[src/rtl/optic_tx_sched.sv]
// optic_tx_sched: frame scheduler and write arbiter for the optic transmitter payload DPRAM.
//
// Two requesters (ch0 = Vc, DPRAM word 0; ch1 = ST, DPRAM word 1) hand 32-bit words into
// one holding register each. A single write port drains the registers, one word per cycle,
// with round-robin between the two. A periodic trans_start pulse opens a frame, and DPRAM
// writes are held off for BUSY_CYCLES cycles after it. This keeps a consistent Vc/ST pair
// in the DPRAM while the frame is read out.
//
// Ports:
//   clk_sys, reset_n          clock, asynchronous active-low reset
//   enable                    run the scheduler; dropping it stops at the next frame boundary
//   chN_valid/data/ready      requester handshakes (N = 0: Vc, N = 1: ST)
//   inj_comm/crc_fault        fault requests, latched once per frame
//   tx_wea/waddr/wdata        DPRAM write port
//   trans_start               one-cycle frame start pulse
//   tx_comm/crc_fault         frame-latched fault controls
//   stale_flags               bit N set if channel N was not written during the previous frame
//   frame_cnt                 frames started (wrapping)
//   busy                      frame start / readout lock in progress
module optic_tx_sched #(
    parameter int unsigned FRAME_PERIOD = 2500,
    parameter int unsigned BUSY_CYCLES  = 200
) (
    input  logic        clk_sys,
    input  logic        reset_n,
    input  logic        enable,
    input  logic        ch0_valid,
    input  logic [31:0] ch0_data,
    output logic        ch0_ready,
    input  logic        ch1_valid,
    input  logic [31:0] ch1_data,
    output logic        ch1_ready,
    input  logic        inj_comm_fault,
    input  logic        inj_crc_fault,
    output logic        tx_wea,
    output logic        tx_waddr,
    output logic [31:0] tx_wdata,
    output logic        trans_start,
    output logic        tx_comm_fault,
    output logic        tx_crc_fault,
    output logic [1:0]  stale_flags,
    output logic [15:0] frame_cnt,
    output logic        busy
);

    localparam int unsigned CntW = $clog2(FRAME_PERIOD);
    localparam logic [CntW-1:0] CntLast = CntW'(FRAME_PERIOD - 1);
    localparam logic [CntW-1:0] CntBusy = CntW'(BUSY_CYCLES);

    typedef enum logic [1:0] {StIdle, StWait, StStart, StLock} state_e;

    state_e           state_q, state_d;
    logic [CntW-1:0]  cnt_q, cnt_d;
    logic [1:0]       full_q, full_d;
    logic [1:0][31:0] hold_q, hold_d;
    logic             rr_q, rr_d;
    logic [1:0]       fresh_q, fresh_d;
    logic [1:0]       stale_q, stale_d;
    logic [15:0]      frame_cnt_q, frame_cnt_d;
    logic             comm_q, comm_d;
    logic             crc_q, crc_d;
    logic             trans_start_q, trans_start_d;
    logic             busy_q, busy_d;

    logic             wr_en;
    logic             grant;

    always_comb begin
        state_d     = state_q;
        cnt_d       = cnt_q;
        full_d      = full_q;
        hold_d      = hold_q;
        rr_d        = rr_q;
        fresh_d     = fresh_q;
        stale_d     = stale_q;
        frame_cnt_d = frame_cnt_q;
        comm_d      = comm_q;
        crc_d       = crc_q;

        // Write engine: drains one holding register per cycle outside START/LOCK.
        wr_en = ((state_q == StIdle) || (state_q == StWait)) && (full_q != 2'b00);
        grant = (full_q == 2'b11) ? rr_q : full_q[1];
        if (wr_en) begin
            full_d[grant]  = 1'b0;
            fresh_d[grant] = 1'b1;
            rr_d           = ~grant;
        end

        // Accepts only target empty registers, so they never collide with the drain above.
        if (ch0_valid && !full_q[0]) begin
            full_d[0] = 1'b1;
            hold_d[0] = ch0_data;
        end
        if (ch1_valid && !full_q[1]) begin
            full_d[1] = 1'b1;
            hold_d[1] = ch1_data;
        end

        case (state_q)
            StIdle: begin
                cnt_d = '0;
                if (enable) begin
                    state_d = StWait;
                end
            end
            StWait: begin
                if (cnt_q == CntLast) begin
                    // Frame-start side effects are committed on entry so they show with the pulse.
                    // fresh_d already includes a write issued in this last WAIT cycle.
                    state_d     = StStart;
                    cnt_d       = '0;
                    stale_d     = ~fresh_d;
                    fresh_d     = 2'b00;
                    frame_cnt_d = frame_cnt_q + 16'd1;
                    comm_d      = inj_comm_fault;
                    crc_d       = inj_crc_fault;
                end else begin
                    cnt_d = cnt_q + CntW'(1);
                end
            end
            StStart: begin
                state_d = StLock;
                cnt_d   = cnt_q + CntW'(1);
            end
            StLock: begin
                // The counter keeps running through LOCK so the period stays exact.
                cnt_d = cnt_q + CntW'(1);
                if (cnt_q == CntBusy) begin
                    if (enable) begin
                        state_d = StWait;
                    end else begin
                        state_d = StIdle;
                        cnt_d   = '0;
                    end
                end
            end
            default: begin
                state_d = StIdle;
                cnt_d   = '0;
            end
        endcase

        trans_start_d = (state_d == StStart);
        busy_d        = (state_d == StStart) || (state_d == StLock);
    end

    always_ff @(posedge clk_sys or negedge reset_n) begin
        if (!reset_n) begin
            state_q       <= StIdle;
            cnt_q         <= '0;
            full_q        <= 2'b00;
            hold_q        <= '0;
            rr_q          <= 1'b0;
            fresh_q       <= 2'b00;
            stale_q       <= 2'b00;
            frame_cnt_q   <= 16'd0;
            comm_q        <= 1'b0;
            crc_q         <= 1'b0;
            trans_start_q <= 1'b0;
            busy_q        <= 1'b0;
        end else begin
            state_q       <= state_d;
            cnt_q         <= cnt_d;
            full_q        <= full_d;
            hold_q        <= hold_d;
            rr_q          <= rr_d;
            fresh_q       <= fresh_d;
            stale_q       <= stale_d;
            frame_cnt_q   <= frame_cnt_d;
            comm_q        <= comm_d;
            crc_q         <= crc_d;
            trans_start_q <= trans_start_d;
            busy_q        <= busy_d;
        end
    end

    assign ch0_ready     = ~full_q[0];
    assign ch1_ready     = ~full_q[1];
    assign tx_wea        = wr_en;
    assign tx_waddr      = wr_en ? grant : 1'b0;
    assign tx_wdata      = wr_en ? hold_q[grant] : 32'd0;
    assign trans_start   = trans_start_q;
    assign busy          = busy_q;
    assign stale_flags   = stale_q;
    assign frame_cnt     = frame_cnt_q;
    assign tx_comm_fault = comm_q;
    assign tx_crc_fault  = crc_q;

endmodule
[config.mk]
export PLATFORM = sky130hd
export DESIGN_NAME = optic_tx_sched
export DESIGN_NICKNAME = d
export VERILOG_FILES = /design/src/rtl/optic_tx_sched.sv
export SDC_FILE = /design/constraint.sdc
export NUM_CORES = 1
export LEC_CHECK = 0
export ABC_AREA = 1
export BUFFER_PORTS_ARGS = -buffer_cell sky130_fd_sc_hd__buf_2
export CORE_AREA = 2 2 98 138
export DETAILED_ROUTE_END_ITERATION = 8
export DIE_AREA = 0 0 100 140
export HOLD_SLACK_MARGIN = 0.02
export SLEW_MARGIN = 20
export SYNTH_ARGS = -nofsm -noshare
export SYNTH_HDL_FRONTEND = slang
export SYNTH_SLANG_ARGS = --single-unit
[constraint.sdc]
create_clock -name clk_sys -period 2.7 [get_ports clk_sys]
set_input_delay 0.27 -clock clk_sys [delete_from_list [all_inputs] [get_ports clk_sys]]
set_output_delay 0.27 -clock clk_sys [all_outputs]
set_load 0.02 [all_outputs]
==> summary.md <==
| Metric | Value |
|---|---|
| Outcome | finished clean |
| Post-route DRC | 0 |
| Top Ports | around 130 |
| Vias | about 4100 |
| CTS Buf Count | 9 |
| Overall power | ~6.5 mW |
| Via density | between 4 and 5 |
| Setup TNS | 0 ns |
| Worst skew pair latency | about 0.33 ns |
| Die area | 0.0140 mm² |
| R2R depth | 7 |
| Clock Pin Slew Worst Setup and Hold Paths | 0.07 ns |
| Worst Hold Path Cells | 3 |
| Largest net degree at the start of global routing | between 50 and 60 |
| Post-CTS Setup Repair Bufs | 0 |
| Post-DR wirelength/cell | between 10 and 15 µm |
| Area Growth Syn to Fin | 22.9% |
| Slew Limit Fails | 0 |
| Reg-to-reg endpoint | stale_flags[0] |
| GR Util All Layers | between 15 and 20% |
| Hold Path Class | primary input to register |
| Slew @ Worst Pin | approximately 0.66 ns |
| CTS-repair resized insts | 0 |
| Initial Utilization | between 30% and 40% |
| Post-synthesis average cell area | 9.37 µm² |
| CP dominant cell by count | inv_1 |
| Routed WL | 12.1 mm |
| End of the worst hold path | tx_comm_fault |
| Layout fillers | around 1200 |
| Global-route wire length before repair | about 20 mm |
| DPL Wire Length | about 8.9 mm |
| Sequential-to-total area share from yosys stat | between 50% and 60% |
| Share of layout cells above drive strength 1 | around 34% |
| Worst path max stage delay | approximately 0.5 ns |
| Drt first pass iters | 4 |
| Crit path arrival time | roughly 2.1 ns |
| Flop2flop setup slack | around 0.9 ns |
| Vias in the first global route | around 4200 |
| Static Leak | between 3 and 4 nW |
| CTS tree | yes |
| Synth top area share | between 50 and 60% |
| DIE WIDTH | approximately 100 µm |
| CP delay by family, top | buffers and inverters |
| Fmax | between 400 and 500 MHz |
| Crit path cell chain | inv_1, a21oi_1, inv_1, buf_4, nand3_1, nand2_1, buf_2 |
| Nets | 736 |
| Crit Path Max Fanout | 21 |
| Die height | 140 µm |
| RePlAce Congestion | 0.816 |
| I/O Buffers | 128 |
| ANT nets after route | 0 |
| Initial antenna violation count | 0 |
| Grt ovf | 0 |
| Ant. Diodes | 0 |
| Highest-delay cell along the critical path | inv_1 |
| Cells after synthesis | 535 |
| Relative slew slack | between 50% and 60% |
| Final Critical Period | around 2.4 ns |
| Starting DRT DRC Count | roughly 120 |
| Pwr Density | roughly 1100 mW/mm² |
| Worst r2r src | full_q[1] |
| Top post-synthesis cells by area | dfrtp_1 (52%), mux2_2 (14%), nand2_1 (12%), nand3_1 (5.3%), inv_1 (2.4%) |
| RSZ-0062 raised after global routing | no |
| Critical Path End Type | primary output |
| Hold Fails Final Rpt | 0 |
| Core area | around 0.013 mm² |
| Cell taking the most area after synthesis | dfrtp_1 |
| Max-cap violations | 0 |
| Post-Syn Area | 0.00501 mm² |
| Setup violations, final | 0 |
| Crit path required time | between 2 and 2.5 ns |
| Clk root buf | clkbuf_16 |
| H-Tree Level Count | 3 |
| Fin crit share | about nine tenths |
| Post-synthesis cell type count | 30 |
| CTS sink cnt | 104 |
| Synth Net Count | 609 |
| CP Launch Type | register |
| Max Buffers Root-to-Sink | 2 |
| Worst ir drop on vdd | 0.000851 V |
| CP Class | register to primary output |
| Fin Clk Skew | ~0.0053 ns |
| Post-route core utilization | approximately 48% |
| Bufs and invs on worst path | 4 |
| Standard-cell rows | between 40 and 50 |
| Synth warn | 0 |
| #FFs+latches synth | 104 |
| Worst Hold Launch | inj_comm_fault |
## registers in the layout, indices dropped and copies added, names as in the netlist
register and count:
hold_q 64, frame_cnt 16, cnt_q 12, fresh_q 2, full_q 2, stale_flags 2
busy 1, rr_q 1, state_q 1, trans_start 1, tx_comm_fault 1, tx_crc_fault 1
## per-layer routing
metal	GRT usage [%]	share of wire, %
met5	0	0
met4	5.41	1.6
met3	3.94	4.5
met2	31.0	51
met1	21.9	42
## area by class of cell
type	count	area [µm²]	area share (%)
Clock buffer	10	229	3.72
Sequential cell	104	2600	42.2
Clock inverter	6	115	1.87
Tap cell	153	191	3.11
Inverter	37	140	2.27
Timing Repair Buffer	137	738	12.0
Multi-Input combinational cell	373	2140	34.8
## cells by family (layout without fill, tap and decap cells)
logic type | Yosys count | after routing | synth area share (%)
simple gates | 266 | 266 | 22.8
buf+inv | 58 | 190 | 5.34
fa+ha+maj | 3 | 3 | 0.749
mux | 64 | 64 | 14.4
compound gates | 32 | 32 | 3.49
xor+xnor | 8 | 8 | 1.40
flops | 104 | 104 | 51.9
## per-stage QoR
| step | cell area, µm² | instances | hold WS, ns | setup WS, ns |
|---|---|---|---|---|
| 6_report | 6160 | 820 | 0.133 | 0.289 |
| 5_1_grt | 6160 | 820 | 0.126 | 0.0522 |
| 4_1_cts | 6160 | 820 | 0.126 | 0.260 |
| 3_5_place_dp | 5810 | 803 | 0.351 | 0.637 |
| 3_3_place_gp | 5810 | 803 | 0.348 | 0.659 |
| 2_1_floorplan | 5010 | 535 | -0.0256 | 1.04 |
## cell usage after synthesis
master,n
a21o_1,1
a21oi_1,10
a21oi_2,1
buf_1,2
buf_2,15
buf_6,4
clkinv_1,2
clkinv_2,1
dfrtp_1,104
ha_1,3
inv_1,32
inv_2,2
mux2_2,64
nand2_1,165
nand2_2,1
nand3_1,53
nand3_2,1
nand3_4,1
nand3b_1,1
nand4_1,9
nor2_1,28
nor2_2,5
nor2_4,2
o211ai_1,1
o21a_1,1
o21ai_0,6
o21ai_1,11
o21ai_2,1
xnor2_1,3
xor2_1,5
## worst min-delay path, cell delays in order
cell	delay [ns]
buf_2	0.08
nand2_1	0.04
nand2_1	0.05
## layout by cell type, fill, tap and decap left out, types with 2 or more instances in the layout
master / netlist / routed
nand2_1: 165 / 165
buf_2: 15 / 127
dfrtp_1: 104 / 104
mux2_2: 64 / 64
nand3_1: 53 / 53
inv_1: 32 / 32
nor2_1: 28 / 28
o21ai_1: 11 / 11
a21oi_1: 10 / 10
nand4_1: 9 / 9
clkbuf_16: 0 / 9
buf_4: 0 / 7
o21ai_0: 6 / 6
nor2_2: 5 / 5
xor2_1: 5 / 5
xnor2_1: 3 / 3
ha_1: 3 / 3
bufinv_16: 0 / 3
clkinv_1: 2 / 2
nor2_4: 2 / 2
inv_2: 2 / 2
buf_12: 0 / 2
## repair_timing
| item | CTS | global route |
|---|---|---|
| hold buffers | 1 | 0 |
| endpoints found under the hold margin | 49 | 0 |
| setup endpoints to repair | 0 | 0 |
## how the worst max path moves through the flow
stage / startpoint / to / depth (start not counted)
after floorplan: busy / tx_wdata[23] / 5
after global placement: full_q[1] / tx_wdata[0] / 7
after detailed placement: full_q[1] / tx_wdata[0] / 7
after CTS: full_q[1] / tx_wdata[0] / 7
after global routing: full_q[1] / tx_wdata[0] / 7
final: full_q[1] / tx_wdata[31] / 7
## where the power goes
part	internal (mW)	switching, mW	leakage [nW]
sequential	2.07	0.278	1.27
clock	0.912	0.579	0.163
combinational	1.09	1.62	1.62
(Power assumes the default switching activity.)
